<file path="src/rtl/fetch_stage_skid.sv">
// Instruction fetch stage: PC register, instruction-memory read handshake,
// branch-predictor next-PC and a single registered instruction slot toward execute.
module fetch_stage_skid #(
    parameter logic [31:0] RESET_PC = 32'h0000_0200
) (
    input  logic        CLK,
    input  logic        nRST,
    output logic        imem_ren,
    output logic [31:0] imem_addr,
    input  logic        imem_busy,
    input  logic [31:0] imem_rdata,
    input  logic        predict_taken,
    input  logic [31:0] predict_target,
    input  logic        redirect,
    input  logic [31:0] brj_addr,
    input  logic        stall_ex,
    output logic        out_valid,
    output logic [31:0] out_pc,
    output logic [31:0] out_instr,
    output logic [31:0] out_pc4,
    output logic [31:0] out_prediction
);

    typedef enum logic {
        FETCH = 1'b0,
        DRAIN = 1'b1
    } state_t;

    state_t      state_q, state_d;
    logic [31:0] pc_q, pc_d;
    logic [31:0] save_q, save_d;
    logic        inflight_q, inflight_d;
    logic        valid_q, valid_d;
    logic [31:0] opc_q, opc_d;
    logic [31:0] instr_q, instr_d;
    logic [31:0] pc4_q, pc4_d;
    logic [31:0] pred_q, pred_d;

    logic [31:0] brj_al;
    logic [31:0] tgt_al;
    logic [31:0] pc_plus4;
    logic [31:0] next_pc;
    logic        consume;
    logic        slot_free;
    logic        ren_int;
    logic        complete;

    assign brj_al    = {brj_addr[31:2], 2'b00};
    assign tgt_al    = {predict_target[31:2], 2'b00};
    assign pc_plus4  = pc_q + 32'd4;
    assign next_pc   = predict_taken ? tgt_al : pc_plus4;

    assign consume   = valid_q && !stall_ex;
    assign slot_free = !valid_q || consume;
    assign ren_int   = (state_q == DRAIN) || slot_free || inflight_q;
    assign complete  = ren_int && !imem_busy;

    // Gating with nRST makes the request fall immediately when reset asserts.
    assign imem_ren  = nRST && ren_int;
    // pc is frozen while a discarded read drains, so it is also the held address.
    assign imem_addr = pc_q;

    assign out_valid      = valid_q;
    assign out_pc         = opc_q;
    assign out_instr      = instr_q;
    assign out_pc4        = pc4_q;
    assign out_prediction = pred_q;

    always_comb begin
        state_d    = state_q;
        pc_d       = pc_q;
        save_d     = save_q;
        valid_d    = valid_q;
        opc_d      = opc_q;
        instr_d    = instr_q;
        pc4_d      = pc4_q;
        pred_d     = pred_q;
        inflight_d = ren_int && imem_busy;

        case (state_q)
            FETCH: begin
                if (redirect) begin
                    valid_d = 1'b0;
                    if (ren_int && imem_busy) begin
                        save_d  = brj_al;
                        state_d = DRAIN;
                    end else begin
                        pc_d = brj_al;
                    end
                end else if (complete) begin
                    valid_d = 1'b1;
                    opc_d   = pc_q;
                    instr_d = imem_rdata;
                    pc4_d   = pc_plus4;
                    pred_d  = next_pc;
                    pc_d    = next_pc;
                end else if (consume) begin
                    valid_d = 1'b0;
                end
            end
            DRAIN: begin
                valid_d = 1'b0;
                if (redirect) begin
                    save_d = brj_al;
                end
                if (!imem_busy) begin
                    pc_d    = redirect ? brj_al : save_q;
                    state_d = FETCH;
                end
            end
            default: begin
                state_d = FETCH;
                valid_d = 1'b0;
            end
        endcase
    end

    always_ff @(posedge CLK or negedge nRST) begin
        if (!nRST) begin
            state_q    <= FETCH;
            pc_q       <= RESET_PC;
            save_q     <= 32'd0;
            inflight_q <= 1'b0;
            valid_q    <= 1'b0;
            opc_q      <= 32'd0;
            instr_q    <= 32'd0;
            pc4_q      <= 32'd0;
            pred_q     <= 32'd0;
        end else begin
            state_q    <= state_d;
            pc_q       <= pc_d;
            save_q     <= save_d;
            inflight_q <= inflight_d;
            valid_q    <= valid_d;
            opc_q      <= opc_d;
            instr_q    <= instr_d;
            pc4_q      <= pc4_d;
            pred_q     <= pred_d;
        end
    end

endmodule

</file>
<file path="config.mk">
export PLATFORM = sky130hd
export DESIGN_NAME = fetch_stage_skid
export DESIGN_NICKNAME = d
export VERILOG_FILES = /design/src/rtl/fetch_stage_skid.sv
export SDC_FILE = /design/constraint.sdc
export NUM_CORES = 1
export LEC_CHECK = 0
export CELL_PAD_IN_SITES_DETAIL_PLACEMENT = 0
export CELL_PAD_IN_SITES_GLOBAL_PLACEMENT = 1
export CORE_ASPECT_RATIO = 1.25
export CORE_MARGIN = 4
export CORE_UTILIZATION = 32
export DETAILED_ROUTE_END_ITERATION = 10
export PLACE_DENSITY = 0.74
export SYNTH_ARGS = -nofsm -noshare
export SYNTH_HDL_FRONTEND = slang
export SYNTH_SLANG_ARGS = --single-unit
</file>
<file path="constraint.sdc">
create_clock -name CLK -period 2.05 [get_ports CLK]
set_input_delay 0.3075 -clock CLK [delete_from_list [all_inputs] [get_ports CLK]]
set_output_delay 0.3075 -clock CLK [all_outputs]
set_load 0.01 [all_outputs]
</file>
==> impl_metrics.py <==
metrics = {
    "run_status": {
        "outcome": "finished with violations",
        "violations": "hold timing",
    },
    "global_route": {
        "grt_pass1_vias": 7744,
        "grt_overflow_total": 0,
        "grt_first_pass_wirelength_um": 45300,
        "antenna_found_initial": 1,
        "grtUsageTotal_pct": 19.6,
        "grt_max_degree": 133,
    },
    "setup_path": {
        "cp.required_ps": 2340,
        "arrival_ps": 2280,
        "regToRegStartpoint": "imem_addr[9]",
        "reg2reg_depth": 7,
        "cp_max_fo": 8,
        "critPathLaunchType": "flip-flop",
        "r2r_slack_ps": 60,
        "worst-setup-path-type": "flip-flop to flip-flop",
        "endpoint_kind": "flip-flop",
        "timing.rr.end": "imem_addr[16]",
    },
    "power_and_ir_drop": {
        "powerDensity_nw_per_um2": 901,
        "p_leak_uw": 0.00580,
        "power.switching_uw": 3700,
        "pwr-share-comb_pct": 30.7,
        "pwr-share-seq_pct": 42.0,
        "ir_drop_uv": 575,
        "p_int_uw": 7980,
        "power_frac_clock_pct": 27.4,
        "swShare_pct": 31.7,
        "power_uw": 11700,
    },
    "final_layout": {
        "drive_above_1_share_pct": 15.1,
        "syn2layout_area_growth_pct": 48.9,
        "multiInputGateArea_um2": 3670,
        "register_area_um2": 4830,
        "instances_no_fill": 1594,
        "design_area_um2": 13000,
        "nets": 1338,
        "fillers": 2543,
    },
    "synth": {
        "syn_inst": 924,
        "muxShareOfSynthArea_pct": 4.35,
        "synth_fa_ha_area_share_pct": 0.144,
        "yosysMostFrequentCell": "nand2_1",
        "syn_area_per_cell_um2": 9.43,
        "syn_nets": 1027,
        "synth.area.top_cells": "dfrtp_1, nand2_1, o21ai_0, mux2_2, nor2_1",
        "synth_area_leader_cell": "dfrtp_1",
        "synth_top_family_by_area": "simple AND/OR/NAND/NOR gates",
        "synth_xor_area_share_pct": 1.61,
        "ys_ff_latch": 193,
        "ys.flop_type": "dfrtp_1",
        "seq_area_frac_synth_pct": 55.5,
        "synth_compound_area_share_pct": 13.2,
        "netlist_area_um2": 8710,
        "yosysTopAreaCellShare_pct": 55.2,
        "ys_async_sr_fraction_pct": 100,
        "synth_simple_gate_area_share_pct": 21.5,
        "synth_common_cells": "nand2_1, dfrtp_1, o21ai_0",
        "ys_warn_count": 0,
        "synth_edf_count": 0,
        "ys_types": 60,
    },
    "drt": {
        "viasPerCell": 4.91,
        "detail_route.iter0.violations": 468,
        "dr.pass1.iters": 5,
        "wl_per_cell_um": 18.7,
        "vias": 7824,
        "routed_wl_um": 29800,
        "drc_errors": 0,
        "detail-route-antenna-nets": 0,
    },
    "sta": {
        "finalCriticalPeriod_ps": 1990,
        "max_slew_margin_pct": 47.6,
        "hold_ws_ps": -43.1,
        "fin_crit_sh_pct": 97.1,
        "setup_viol": 0,
        "finalWorstSetupSlack_ps": 59.1,
        "drv_slew": 0,
        "skew_ps": 13.4,
        "fin_setup_tns_ps": 0,
        "max_freq_ghz": 0.502,
        "rsz0062_at_grt": "true",
        "tightestPinTransition_ps": 786,
        "hold_viol": 10,
    },
    "floorplan": {
        "row_count": 67,
        "ios": 264,
        "coreArea_um2": 26800,
        "dieArea_um2": 29900,
        "start_util_pct": 32.5,
        "die_y_um": 192,
        "die_w_um": 156,
    },
    "cts": {
        "htreeDepth": 4,
        "root_buffer": "clkbuf_16",
        "cts_setup_buffers": 0,
        "cts_buffer_depth": 2,
        "cts.clk_slew.worst_paths_ps": 70,
        "cts_hold_buffers": 0,
        "cts_tree": "yes",
        "cts_buffers": 17,
        "clk_latency_ps": 440,
        "numClockSinks": 193,
    },
    "placement": {
        "post-place-ws_ps": -335,
        "numPortBuffers": 259,
        "dp_hpwl_um": 22900,
        "placed_cells": 1560,
        "place_area_um2": 12300,
        "place_congestion": 0.855,
    },
    "worst_hold_path": {
        "min_path_type": "input pin to async pin",
    },
    "flow_run": {
        "drv_cap": 0,
    },
}
==> metal layers <==
metal / up-vias / part of all wire (%) / GRT usage, %
met1: 3750 / 42 / 25.3
met4: 0 / 2.7 / 6.57
met3: 39 / 5.5 / 3.97
li1: 3800 / - / -
met5: - / 0 / 0
met2: 235 / 50 / 32.9
==> worst max-delay path by stage <==
stage / start / end / slack [ps] / depth (start not counted)
finish: imem_addr[9] / imem_addr[16] / 60 / 7
global route: imem_addr[9] / imem_addr[16] / -50 / 7
CTS: imem_addr[9] / imem_addr[16] / -20 / 7
detailed placement: redirect / save_q[11] / -330 / 4
global placement: redirect / out_prediction[30] / -290 / 7
floorplan: imem_addr[9] / imem_addr[27] / 20 / 7
==> power by group through the flow <==
stage | Combinational, µW | Clock (µW) | Sequential (µW)
floorplan | 1020 | 0 | 5270
global placement | 3570 | 0 | 4950
detailed placement | 3600 | 0 | 4980
CTS | 3610 | 3280 | 4910
global route | 3880 | 3430 | 5000
finish | 3580 | 3200 | 4900
==> registers in the layout, indices dropped and copies added (netlist names) <==
signal	cells
out_prediction	32
inflight_q	1
imem_addr	32
save_q	32
state_q	1
out_valid	1
out_pc	32
out_instr	32
out_pc4	30
==> critical path, cell delays in order (launching register included) <==
cell	delay [ps]
dfstp_2	530
buf_4	160
nand3_1	150
nor4_2	360
buf_4	170
nand3_1	140
o221ai_2	220
o22ai_1	110
==> cell type report <==
type	count	share of cell area, %
clock buffers	18	3.31
well taps	345	3.33
clock inverters	14	0.926
diodes	1	0.0193
repair buffers	358	26.6
inverters	9	0.260
multi-input cells	656	28.3
flip-flops and latches	193	37.3
==> kinds of logic after synthesis <==
| group | after synthesis |
|---|---|
| compound gates | 172 |
| xor+xnor | 16 |
| fa+ha+maj | 1 |
| buf+inv | 76 |
| flops | 193 |
| mux | 34 |
| simple gates | 432 |
==> layout by cell type, fill, tap and decap left out, types with 5 or more instances in the layout <==
cell / count
nor4_1: 7
nor2_1: 42
and2_1: 7
mux2_2: 31
and4_1: 6
inv_6: 7
buf_4: 90
o31a_1: 6
a221oi_1: 16
nand4_1: 10
nand3_1: 22
o31ai_1: 7
dfrtp_1: 191
nand2_1: 290
nor3_1: 9
buf_12: 9
xor2_1: 11
a21o_1: 6
nand2b_1: 8
and3_1: 7
nor2_4: 5
a221o_1: 7
clkbuf_16: 17
xnor2_1: 5
o21a_1: 7
a31oi_1: 5
clkdlybuf4s50_1: 256
o21ai_0: 68
a211oi_1: 6
a21oi_1: 8
inv_1: 7
==> repair_timing <==
| action | in CTS | in global routing |
|---|---|---|
| endpoints found under the setup margin | 15 | 57 |
| hold endpoints to repair | 0 | 0 |
| pin swaps | 0 | 2 |
| gates resized for setup | 4 | 17 |
| gates cloned | 0 | 1 |
==> through the flow <==
step / utilization (%) / hold WS, ps
2_1_floorplan: - / 11.9
3_3_place_gp: 46.0 / 457
3_5_place_dp: 46.0 / 462
4_1_cts: 48.1 / 26.9
5_1_grt: 48.3 / 34.8
6_report: 48.3 / -43.1
(Power assumes the default switching activity.)
